## src/rtl/nibble_serial_add_ctrl.sv

```systemverilog
// Nibble-serial WIDTH-bit adder/subtractor: one 4-bit slice reused LSB-first,
// with registered carry between nibbles and valid/ready on both sides.

module fulladder_4bit (
  input  logic [3:0] a,
  input  logic [3:0] b,
  input  logic       cin,
  output logic [3:0] s,
  output logic       cout
);
  assign {cout, s} = 5'(a) + 5'(b) + 5'(cin);
endmodule

module nibble_serial_add_ctrl #(
  parameter int WIDTH = 16
) (
  input  logic             clk,
  input  logic             rst_n,
  input  logic             in_valid,
  output logic             in_ready,
  input  logic [WIDTH-1:0] a,
  input  logic [WIDTH-1:0] b,
  input  logic             cin,
  input  logic             sub,
  output logic             out_valid,
  input  logic             out_ready,
  output logic [WIDTH-1:0] sum,
  output logic             cout,
  output logic             ovf,
  output logic             busy
);
  localparam int NIB = WIDTH / 4;
  localparam int CW  = (NIB > 1) ? $clog2(NIB) : 1;

  if ((WIDTH % 4) != 0 || WIDTH < 4) begin : g_width_chk
    $error("nibble_serial_add_ctrl: WIDTH must be a multiple of 4 and >= 4");
  end

  typedef enum logic [1:0] {IDLE, RUN, DONE} state_e;

  state_e           state_q, state_d;
  logic [CW-1:0]    cnt_q, cnt_d;
  logic             carry_q, carry_d;
  logic [WIDTH-1:0] a_q, a_d, b_q, b_d, sum_q, sum_d;
  logic             cout_q, cout_d, ovf_q, ovf_d;

  logic [3:0] slice_a, slice_b, slice_s;
  logic       slice_co;
  logic       last_nib;

  assign slice_a  = a_q[4*cnt_q +: 4];
  assign slice_b  = b_q[4*cnt_q +: 4];
  assign last_nib = (cnt_q == CW'(NIB - 1));

  fulladder_4bit u_slice (
    .a    (slice_a),
    .b    (slice_b),
    .cin  (carry_q),
    .s    (slice_s),
    .cout (slice_co)
  );

  always_comb begin
    state_d = state_q;
    cnt_d   = cnt_q;
    carry_d = carry_q;
    a_d     = a_q;
    b_d     = b_q;
    sum_d   = sum_q;
    cout_d  = cout_q;
    ovf_d   = ovf_q;
    case (state_q)
      IDLE: begin
        if (in_valid) begin
          a_d     = a;
          // subtraction is A + ~B + 1; cin is ignored in that mode
          b_d     = sub ? ~b : b;
          carry_d = sub ? 1'b1 : cin;
          sum_d   = '0;
          cnt_d   = '0;
          state_d = RUN;
        end
      end
      RUN: begin
        sum_d[4*cnt_q +: 4] = slice_s;
        carry_d             = slice_co;
        cnt_d               = cnt_q + CW'(1);
        if (last_nib) begin
          cout_d  = slice_co;
          ovf_d   = (a_q[WIDTH-1] == b_q[WIDTH-1]) && (slice_s[3] != a_q[WIDTH-1]);
          cnt_d   = '0;
          state_d = DONE;
        end
      end
      DONE: begin
        if (out_ready) state_d = IDLE;
      end
      default: state_d = IDLE;
    endcase
  end

  always_ff @(posedge clk) begin
    if (!rst_n) begin
      state_q <= IDLE;
      cnt_q   <= '0;
      carry_q <= 1'b0;
      a_q     <= '0;
      b_q     <= '0;
      sum_q   <= '0;
      cout_q  <= 1'b0;
      ovf_q   <= 1'b0;
    end else begin
      state_q <= state_d;
      cnt_q   <= cnt_d;
      carry_q <= carry_d;
      a_q     <= a_d;
      b_q     <= b_d;
      sum_q   <= sum_d;
      cout_q  <= cout_d;
      ovf_q   <= ovf_d;
    end
  end

  assign in_ready  = (state_q == IDLE);
  assign out_valid = (state_q == DONE);
  assign busy      = (state_q != IDLE);
  assign sum       = sum_q;
  assign cout      = cout_q;
  assign ovf       = ovf_q;
endmodule

```

## config.mk

```make
export PLATFORM = sky130hd
export DESIGN_NAME = nibble_serial_add_ctrl
export DESIGN_NICKNAME = d
export VERILOG_FILES = /design/src/rtl/nibble_serial_add_ctrl.sv
export SDC_FILE = /design/constraint.sdc
export NUM_CORES = 1
export LEC_CHECK = 0
export BUFFER_PORTS_ARGS = -buffer_cell sky130_fd_sc_hd__buf_2
export CAP_MARGIN = 15
export CORE_MARGIN = 3
export CORE_UTILIZATION = 52
export CTS_BUF_LIST = sky130_fd_sc_hd__clkbuf_4
export DETAILED_ROUTE_END_ITERATION = 10
export PLACE_DENSITY = 0.74
export SLEW_MARGIN = 20
export SYNTH_ARGS = -nofsm -noshare
export SYNTH_HDL_FRONTEND = slang
export SYNTH_SLANG_ARGS = --single-unit
```

## constraint.sdc

```tcl
create_clock -name clk -period 4.34 [get_ports clk]
set_input_delay 0.217 -clock clk [delete_from_list [all_inputs] [get_ports clk]]
set_output_delay 0.217 -clock clk [all_outputs]
set_load 0.02 [all_outputs]
```

==> metrics.txt <==
outcome=completed; fillcell total=446; commonest cells after routing, fill and taps aside=59 x nand2_1, 58 x buf_2, 55 x dfxtp_1; I/O pins=between 50 and 60; CP startpoint kind=register; Tightest Pin Transition=around 860 ps; 1st-iter DRT viols=131; Die Y=between 70 and 80 um; leading area contributor after synthesis=dfxtp_1; crit end category=register; clk root buf=clkbuf_4; RSZ-0062 raised after global routing=no; via count=2093; fraction of layout cells with a size suffix above 1=0.232; Syn Area/Cell=9.69 um2; Max Cap Viol=0; register area=roughly 0.0011 mm2; reg-to-reg slack, setup=1230 ps; drt via density=5.30; largest net degree at the start of global routing=between 50 and 60; Clock Latency Late Sink=370 ps; number of distinct library cells after synthesis=39; min Tclk post-route=approximately 3100 ps; post-DP HPWL=roughly 4000 um; setup_tns=0 ps; Post-synth EDFFs=0; Hold Fails Final Rpt=0; area of the multi-input gates=roughly 0.0015 mm2; Routed Antenna Nets=0; CORE AREA=~0.005 mm2; critical path class=reg -> reg; Worst EP required=4620 ps; Netlist Area Pre-Place=between 0.002 and 0.003 mm2; initial antenna violation count=0; P_leak=around 1.4 nW; routed len/inst=approximately 14 um; Yosys warnings=0; post-cts sizing count=0; die width=roughly 78 um; Crit Path Max Fanout=14; CTS Buf Count=5; CP arrival=around 3400 ps; Seq/Total Area, Yosys=0.407; share of flip-flops with an asynchronous set or reset=0; DRC Markers=0; fmax=between 300 and 400 MHz; Worst slew margin=0.427; P per Cell Area=around 310 mW/mm2; initial core utilization=0.554; FF+latch count, synth=55; commonest non-fill, non-tap cell in the layout=nand2_1; Syn Inst Count=approximately 280; Clk pin slew, worst setup/hold paths=150 ps; htree depth=2; CTS Hold Bufs=0; synth-to-layout area growth=12.7%; Max VDD drop=between 0.15 and 0.2 mV; TritonCTS clock tree=done; vias in the first global route=2067; top cells by area, synth=dfxtp_1 41%, nand2_1 8.2%, mux4_2 6.7%, o211a_1 6.3%, xnor2_1 5.2%; Max Slew Vio Count=0; min-delay worst type=in -> reg; period utilization=0.716; post-CTS setup buffers=0; die area=0.00610 mm2; gp weighted congestion=roughly 0.77; CTS max path bufs=2; clk_skew=approximately 8.6 ps; GRT Overall Usage=0.190; nets@finish=roughly 370; IO buf count=58; drt pass-1 iters=5; Synth top area share=0.407; total routed wirelength=5530 um; main flop type after synthesis=dfxtp_1; number of diodes=0; Final Setup Violations=0; FP Rows=25; clk sinks=55; global-route wire length before repair=between 9000 and 10000 um; Final Power=approximately 0.00095 W; total congestion overflow=0; syn nets=approximately 330
-- final cells by class --
type,count,area share
Multi-Input combinational cell,201,0.490
Clock inverter,3,0.00493
Sequential cell,55,0.362
Timing Repair Buffer,59,0.0978
Tap cell,67,0.0275
Clock buffer,5,0.0123
Inverter,5,0.00616
-- worst max-delay path, cell delays in order (launching register included) --
cell	delay, ps
dfxtp_1	800
mux4_2	610
fa_1	450
fa_1	420
a21o_1	200
a21oi_1	180
nor3_1	70
o31a_1	290
-- path summary, 6_finish.rpt --
| path | endpoint | start | depth (start not counted) |
|---|---|---|---|
| max | carry_q | cnt_q[0] | 7 |
| max reg2reg | carry_q | cnt_q[0] | 7 |
| min | a_q[12] | a[12] | 3 |
| min reg2reg | a_q[10] | a_q[10] | 2 |
-- sequential cells by signal (all words and copies together), names as in the netlist --
| name | cells |
|---|---|
| ovf | 1 |
| sum | 16 |
| cnt_q | 2 |
| state_q | 2 |
| a_q | 16 |
| b_q | 16 |
| carry_q | 1 |
| cout | 1 |
-- per-layer routing --
layer  global-route usage  up-vias  routed length (um)
li1                     -     1072                   -
met1                0.244      967                2590
met2                0.329       49                2640
met3               0.0390        5                 257
met4               0.0455        0                  50
met5                    0        -                   0
-- cells in the mapped netlist, types with 2 or more instances --
master	instances
nand2b_1	3
a22oi_1	13
clkbuf_1	8
a32oi_1	2
nor2_1	4
nand3_1	3
mux4_2	8
fa_1	2
buf_2	7
and2_1	3
buf_4	2
dfxtp_1	55
ha_1	7
o21ai_0	4
and3_1	2
inv_1	5
and3b_1	2
o21bai_1	2
o211a_1	17
xnor2_1	16
nand2_1	59
a21boi_0	16
a21oi_1	2
nor2b_1	16
a21o_1	6
nor3_1	2
-- power by group --
| group | total [W] | internal (W) | switching (W) |
|---|---|---|---|
| logic | 0.000177 | 0.0000826 | 0.0000943 |
| clock network | 0.000215 | 0.0000598 | 0.000155 |
| registers | 0.000555 | 0.000532 | 0.0000228 |
-- stage by stage --
step | hold WS, ps | area (um2) | worst slack [ps] | utilization | cells
final | 68.5 | 3050 | 1230 | 0.624 | 395
after global placement | 454 | 2990 | 1290 | 0.613 | 387
after global routing | 54.3 | 3050 | 1060 | 0.624 | 395
after floorplan | 362 | 2700 | 1680 | - | 279
after CTS | 57.6 | 3050 | 1200 | 0.624 | 395
after detailed placement | 457 | 2990 | 1220 | 0.613 | 387
-- logic make-up (layout without fill, tap and decap cells) --
family	after synthesis	in the layout	synth area share
buffers and inverters	23	72	0.0407
and+or+nand+nor	99	99	0.183
AOI/OAI and AO/OA	68	68	0.200
adders and majority gates	9	9	0.0472
xor gates and xnor gates	17	17	0.0551
muxes	8	8	0.0667
DFF	55	55	0.407
(Power assumes the default switching activity.)
